[config.mk]
export PLATFORM = sky130hd
export DESIGN_NAME = dispense_sequencer
export DESIGN_NICKNAME = d
export VERILOG_FILES = /design/src/rtl/candy_pkg.sv /design/src/rtl/dispense_timer.sv /design/src/rtl/dispense_sequencer.sv
export SDC_FILE = /design/constraint.sdc
export NUM_CORES = 1
export LEC_CHECK = 0
export ABC_AREA = 1
export BUFFER_PORTS_ARGS = -buffer_cell sky130_fd_sc_hd__buf_2
export CAP_MARGIN = 20
export CORE_UTILIZATION = 53
export CTS_BUF_LIST = sky130_fd_sc_hd__clkbuf_4
export DETAILED_ROUTE_END_ITERATION = 16
export GPL_TIMING_DRIVEN = 0
export PLACE_DENSITY = 0.84
export SLEW_MARGIN = 10
export SYNTH_ARGS = -nofsm -noshare
export SYNTH_HDL_FRONTEND = slang
export SYNTH_HIERARCHICAL = 1
export SYNTH_SLANG_ARGS = --single-unit
[constraint.sdc]
create_clock -name clk -period 1.65 [get_ports clk]
set_clock_uncertainty 0.15 [all_clocks]
set_input_delay 0.33 -clock clk [delete_from_list [all_inputs] [get_ports clk]]
set_output_delay 0.33 -clock clk [all_outputs]
set_load 0.02 [all_outputs]
[src/rtl/candy_pkg.sv]
// Shared definitions for the candy vending datapath: sequencer states, item codes, timer limit selects.
// Latency: n/a (definitions only).
// Backpressure: n/a.
package candy_pkg;

    typedef enum logic [2:0] {
        S_IDLE  = 3'd0,
        S_LOAD  = 3'd1,
        S_PULSE = 3'd2,
        S_WAIT  = 3'd3,
        S_GAP   = 3'd4,
        S_DONE  = 3'd5,
        S_FAULT = 3'd6
    } state_t;

    // Item / fault codes; NONE doubles as "no fault".
    localparam logic [1:0] ITEM_NONE  = 2'b00;
    localparam logic [1:0] ITEM_CANDY = 2'b01;
    localparam logic [1:0] ITEM_OBEG  = 2'b10;
    localparam logic [1:0] ITEM_BEG   = 2'b11;

    // Limit selects for the shared dispense timer.
    localparam logic [1:0] TSEL_PULSE = 2'd0;
    localparam logic [1:0] TSEL_GAP   = 2'd1;
    localparam logic [1:0] TSEL_WAIT  = 2'd2;

    // Coin values shared with the vending FSM.
    localparam int COIN_BEG_VALUE  = 1;
    localparam int COIN_OBEG_VALUE = 5;

    function automatic int max3(input int a, input int b, input int c);
        int m;
        m = (a > b) ? a : b;
        return (m > c) ? m : c;
    endfunction

endpackage

[src/rtl/dispense_timer.sv]
// Shared up-counter; hit flags the last cycle of the selected limit (pulse, gap or sensor timeout).
// Latency: hit is combinational from the count; the count itself is registered.
// Backpressure: none; clr restarts the count at 0 on the next edge.
// Ports: clk, reset (async active-low), clr (restart), sel (limit select), hit (count == limit-1).
module dispense_timer import candy_pkg::*; #(
    parameter int PULSE_CYCLES   = 8,
    parameter int GAP_CYCLES     = 2,
    parameter int TIMEOUT_CYCLES = 255,
    parameter int W              = 8
) (
    input  logic       clk,
    input  logic       reset,
    input  logic       clr,
    input  logic [1:0] sel,
    output logic       hit
);

    logic [W-1:0] cnt;
    logic [W-1:0] limit;

    always_comb begin
        limit = W'(TIMEOUT_CYCLES - 1);
        case (sel)
            TSEL_PULSE: limit = W'(PULSE_CYCLES - 1);
            TSEL_GAP:   limit = W'(GAP_CYCLES - 1);
            default:    limit = W'(TIMEOUT_CYCLES - 1);
        endcase
    end

    assign hit = (cnt == limit);

    always_ff @(posedge clk or negedge reset) begin
        if (!reset) begin
            cnt <= '0;
        end else if (clr) begin
            cnt <= '0;
        end else begin
            cnt <= cnt + 1'b1;
        end
    end

endmodule

[src/rtl/dispense_sequencer.sv]
// Pays out one dispense job (candy, obeg, 0-7 beg) one actuator pulse at a time with gaps between items.
// Latency: first actuator rises 2 cycles after req; each item costs PULSE+GAP+1 cycles (+ sensor wait).
// Backpressure: req is only sampled in IDLE; requests while busy are dropped, never queued.
// Build option: DISPENSE_SENSE_EN enables drop-sensor confirmation, timeout FAULT and fault_clr.
// Ports: clk, reset (async active-low), req/req_candy/req_beg/req_obeg (job), item_sense, fault_clr,
//        busy, done, fault, fault_code, candy_act, obeg_act, beg_act (all outputs registered).
module dispense_sequencer import candy_pkg::*; #(
    parameter int PULSE_CYCLES   = 8,
    parameter int GAP_CYCLES     = 2,
    parameter int TIMEOUT_CYCLES = 255
) (
    input  logic       clk,
    input  logic       reset,
    input  logic       req,
    input  logic       req_candy,
    input  logic [2:0] req_beg,
    input  logic       req_obeg,
    input  logic       item_sense,
    input  logic       fault_clr,
    output logic       busy,
    output logic       done,
    output logic       fault,
    output logic [1:0] fault_code,
    output logic       candy_act,
    output logic       obeg_act,
    output logic       beg_act
);

    localparam int TW = $clog2(max3(PULSE_CYCLES, GAP_CYCLES, TIMEOUT_CYCLES) + 1);

    state_t     state;
    logic       job_candy;
    logic       job_obeg;
    logic [2:0] job_beg;
    logic [1:0] cur_item;
    logic       tmr_clr;
    logic       tmr_hit;
    logic [1:0] tmr_sel;

    always_comb begin
        tmr_sel = TSEL_PULSE;
        if (state == S_GAP) begin
            tmr_sel = TSEL_GAP;
        end else if (state == S_WAIT) begin
            tmr_sel = TSEL_WAIT;
        end
    end

    // The timer idles at 0 outside timed states and restarts whenever a timed
    // state ends, so it always reads 0 on entry to the next timed state.
`ifdef DISPENSE_SENSE_EN
    assign tmr_clr = !(state inside {S_PULSE, S_WAIT, S_GAP}) || tmr_hit ||
                     ((state == S_WAIT) && item_sense);
`else
    assign tmr_clr = !(state inside {S_PULSE, S_GAP}) || tmr_hit;
    assign fault      = 1'b0;
    assign fault_code = ITEM_NONE;
    wire unused_sense = &{1'b0, item_sense, fault_clr, cur_item};
`endif

    dispense_timer #(
        .PULSE_CYCLES  (PULSE_CYCLES),
        .GAP_CYCLES    (GAP_CYCLES),
        .TIMEOUT_CYCLES(TIMEOUT_CYCLES),
        .W             (TW)
    ) u_timer (
        .clk  (clk),
        .reset(reset),
        .clr  (tmr_clr),
        .sel  (tmr_sel),
        .hit  (tmr_hit)
    );

    always_ff @(posedge clk or negedge reset) begin
        if (!reset) begin
            state      <= S_IDLE;
            job_candy  <= 1'b0;
            job_obeg   <= 1'b0;
            job_beg    <= '0;
            cur_item   <= ITEM_NONE;
            busy       <= 1'b0;
            done       <= 1'b0;
            candy_act  <= 1'b0;
            obeg_act   <= 1'b0;
            beg_act    <= 1'b0;
`ifdef DISPENSE_SENSE_EN
            fault      <= 1'b0;
            fault_code <= ITEM_NONE;
`endif
        end else begin
            case (state)
                S_IDLE: begin
                    done <= 1'b0;
                    if (req) begin
                        job_candy <= req_candy;
                        job_obeg  <= req_obeg;
                        job_beg   <= req_beg;
                        busy      <= 1'b1;
                        state     <= S_LOAD;
                    end
                end
                // Fixed priority: candy, obeg, then beg coins one at a time.
                S_LOAD: begin
                    if (job_candy) begin
                        job_candy <= 1'b0;
                        cur_item  <= ITEM_CANDY;
                        candy_act <= 1'b1;
                        state     <= S_PULSE;
                    end else if (job_obeg) begin
                        job_obeg  <= 1'b0;
                        cur_item  <= ITEM_OBEG;
                        obeg_act  <= 1'b1;
                        state     <= S_PULSE;
                    end else if (job_beg != 3'd0) begin
                        job_beg   <= job_beg - 3'd1;
                        cur_item  <= ITEM_BEG;
                        beg_act   <= 1'b1;
                        state     <= S_PULSE;
                    end else begin
                        cur_item  <= ITEM_NONE;
                        busy      <= 1'b0;
                        done      <= 1'b1;
                        state     <= S_DONE;
                    end
                end
                S_PULSE: begin
                    if (tmr_hit) begin
                        candy_act <= 1'b0;
                        obeg_act  <= 1'b0;
                        beg_act   <= 1'b0;
`ifdef DISPENSE_SENSE_EN
                        state     <= S_WAIT;
`else
                        state     <= S_GAP;
`endif
                    end
                end
`ifdef DISPENSE_SENSE_EN
                // Sensor is checked first so a drop on the timeout cycle still counts.
                S_WAIT: begin
                    if (item_sense) begin
                        state <= S_GAP;
                    end else if (tmr_hit) begin
                        fault      <= 1'b1;
                        fault_code <= cur_item;
                        job_candy  <= 1'b0;
                        job_obeg   <= 1'b0;
                        job_beg    <= '0;
                        state      <= S_FAULT;
                    end
                end
                S_FAULT: begin
                    if (fault_clr) begin
                        fault      <= 1'b0;
                        fault_code <= ITEM_NONE;
                        busy       <= 1'b0;
                        cur_item   <= ITEM_NONE;
                        job_candy  <= 1'b0;
                        job_obeg   <= 1'b0;
                        job_beg    <= '0;
                        state      <= S_IDLE;
                    end
                end
`endif
                S_GAP: begin
                    if (tmr_hit) begin
                        state <= S_LOAD;
                    end
                end
                S_DONE: begin
                    done  <= 1'b0;
                    state <= S_IDLE;
                end
                default: begin
                    state <= S_IDLE;
                end
            endcase
        end
    end

endmodule

==> metrics.csv <==
stage,metric,value,unit
status,status,finished with violations,
status,violations,setup timing,
timing,rsz0062_at_grt,true,
setup_path,crit_type,flop to flop,
floorplan,dieArea,0.00252,sq mm
floorplan,initial_utilization,0.561,
pwr,p_leak,0.000799,uW
min_path,hp-class,input pin to flop,
setup_path,crit_required,1.72,ns
pwr,p_switching,1250,uW
placed_design,numPortBuffers,12,
clock_network,cts_made_buffers,3,
floorplan,num_rows,17,
grt,track_usage,0.243,
pwr,p_seq_frac,0.305,
setup_path,slowest_stage,dfrtp_1,
yosys,yosys_warnings,6,
timing,hold_viol,0,
pwr,switching_share,0.483,
timing,fin_ws,-0.246,ns
drt,avgViaCountPerCell,5.37,
timing,tns,-2.77,ns
timing,fin_crit,1.90,ns
layout,nFillCells,169,
pwr,power_frac_clock,0.104,
drt,routed_wl,3160,microns
setup_path,worst-path-buf-inv,3,
drt,wl_per_cell,13.7,microns
layout,drive_gt1_frac,0.337,
floorplan,coreArea,0.00219,sq mm
grt,grt_max_degree,22,
setup_path,critPathTopFamily,simple AND/OR/NAND/NOR gates,
timing,slew_violations,0,
yosys,yosysUniqueCellTypes,22,
grt,antenna_found_initial,0,
clock_network,clk_pin_slew,0.13,ns
setup_path,critical_path.most_common_cell,nand2_1,
yosys,synth.top_cell.area_share,0.427,
layout,post-route-util,0.716,
pwr,combPwrFrac,0.591,
placed_design,hpwlAfterDp,1730,microns
setup_path,start_kind,flop,
timing,setup_viol,13,
pwr,powerDensity,1650,mW/mm^2
yosys,synthTopCellsByArea,"dfrtp_1 43%, nand2_1 16%, nor2_1 7.3%, inv_1 5.8%, nand3_1 4.5%",
setup_path,worstPathCellList,inv_2 > nand2_4 > nor2_4 > nand2_2 > nor2_1 > nand2_1 > nand2_1 > nand2_1 > nor2_2 > inv_2 > nand2_4 > inv_6 > o21ai_2 > nor2_1,
floorplan,fp.dieH,50.2,microns
pwr,ir_drop,1.35,mV
drt,first_iter_violations,38,
clock_network,htreeDepth,1,
placed_design,gp_congestion,0.832,
clock_network,cts_sinks,21,
grt,grt_pass1_vias,1063,
drt,remaining_drc_errors,0,
placed_design,place_ws,-0.308,ns
setup_path,worst_ep_arrival_time,1.97,ns
pwr,p_int,1340,uW
timing,fin_crit_sh,1.15,
yosys,synth_area_per_cell,7.28,sq um
yosys,synth_top_area_cell,dfrtp_1,
yosys,synth_cells,169,
floorplan,boundaryPins,18,
layout,area_delta_synth_final,27.6,%
grt,grt-ovfl-total,0,
grt,grt_first_pass_wirelength,4600,microns
yosys,ys_seq_area_frac,0.427,
timing,max_clock_freq,527,MHz
clock_network,worst_skew_pair.late_latency,0.32,ns
clock_network,cts_tree,done,
drt,drt_first_pass_iters,4,
drt,vias,1234,
clock_network,cts_root_buf,clkbuf_4,
clock_network,clockBufferDepth,2,
yosys,synth_area,0.00123,sq mm
layout,layout.nets,216,
setup_path,end_kind,flop,
yosys,synth.ff_latch_count,21,
floorplan,die_w,50.2,microns
setup_path,slowest_delay,0.42,ns
run,cap_violations,0,
layout,antenna_cells,0,
setup_path,path_max_fanout,6,
drt,ant_nets,0,
-- stage by stage --
step,power (uW),cell area [sq um],cells,hold slack (ns)
global route,2780,1570,230,0.107
detailed placement,1860,1340,211,0.165
floorplan,1620,1240,171,-0.116
global placement,1810,1340,211,0.156
finish,2590,1570,230,0.0965
CTS,2380,1520,228,0.0957
-- cells in the final DEF, fill, tap and decap left out, drive strengths merged --
master	netlist	layout
a21oi	6	6
buf	3	29
clkbuf	0	3
clkinvlp	0	1
conb	1	3
dfrtp	21	21
dlygate4sd3	0	1
ha	3	3
inv	22	22
nand2	54	54
nand3	16	16
nand4	2	2
nor2	27	27
nor3	1	1
o21ai	11	11
o22a	1	1
o22ai	1	1
-- layout make-up --
type / instances / area (sq um) / area share
Inverter: 22 / 92.6 / 0.0590
Clock buffer: 3 / 22.5 / 0.0144
Sequential cell: 21 / 528 / 0.337
Clock inverter: 1 / 7.51 / 0.00478
Timing Repair Buffer: 27 / 179 / 0.114
Tap cell: 28 / 35.0 / 0.0223
Multi-Input combinational cell: 125 / 682 / 0.435
Buffer: 3 / 22.5 / 0.0144
-- power by group through the flow --
stage / sequential (uW) / clock, uW / combinational (uW)
floorplan: 841 / 0 / 775
global placement: 791 / 0 / 1020
detailed placement: 802 / 0 / 1060
CTS: 777 / 272 / 1330
global route: 806 / 301 / 1670
finish: 791 / 269 / 1530
-- tightest hold or removal path: stages --
cell and delay (ns):
buf_2 0.08, nand3_1 0.07, nand2_1 0.06
-- registers in the layout, summed over array words and instances, names as in the netlist --
register     cells
beg_act          1
state            3
job_candy        1
job_beg          3
obeg_act         1
busy             1
candy_act        1
u_timer/cnt      8
job_obeg         1
done             1
-- repair_timing --
item	in CTS	in global routing
gates resized for setup	16	12
endpoints found under the hold margin	21	0
pin swaps	3	3
hold buffers	1	0
setup endpoints to repair	13	17
setup buffers	12	2
-- layer usage --
| metal | up-vias | wire (microns) | part of all wire | global-route usage |
|---|---|---|---|---|
| met2 | 41 | 1650 | 0.52 | 0.427 |
| met1 | 584 | 1320 | 0.42 | 0.311 |
| met4 | 0 | 80 | 0.025 | 0.0619 |
| li1 | 597 | - | - | - |
| met3 | 12 | 107 | 0.034 | 0.0364 |
| met5 | - | 0 | 0 | 0 |
-- cells by family (layout without fill, tap and decap cells) --
| kind of cell | after synthesis | after routing | share of synthesized area |
|---|---|---|---|
| simple gates | 100 | 100 | 0.369 |
| buf+inv | 25 | 56 | 0.0855 |
| flops | 21 | 21 | 0.427 |
| compound gates | 19 | 19 | 0.0844 |
| fa+ha+maj | 3 | 3 | 0.0305 |
| other cells | 1 | 3 | 0.00305 |
-- Yosys cell counts --
master   instances
a21oi_1          6
nand2_1         51
o21ai_2          1
nand4_1          2
buf_4            3
inv_1           19
nor3_1           1
nand3_1         11
ha_1             3
o21ai_1          2
nand3_4          1
conb_1           1
nor2_2           2
nand3_2          4
nor2_1          24
dfrtp_1         21
inv_2            3
nand2_2          3
o21ai_0          8
o22ai_1          1
o22a_1           1
nor2_4           1
-- worst paths after layout --
path                       startpoint              to  slack [ns]  cells past startpoint
max                          state[0]  u_timer/cnt[4]       -0.25                     14
min                          req_obeg        job_obeg         0.1                      3
max reg2reg                  state[0]  u_timer/cnt[4]       -0.25                     14
min reg2reg                      done            done        0.33                      2
max in group asynchronous       reset        state[1]        0.67                      2
min in group asynchronous       reset      job_beg[0]        0.33                      2
(Power assumes the default switching activity.)
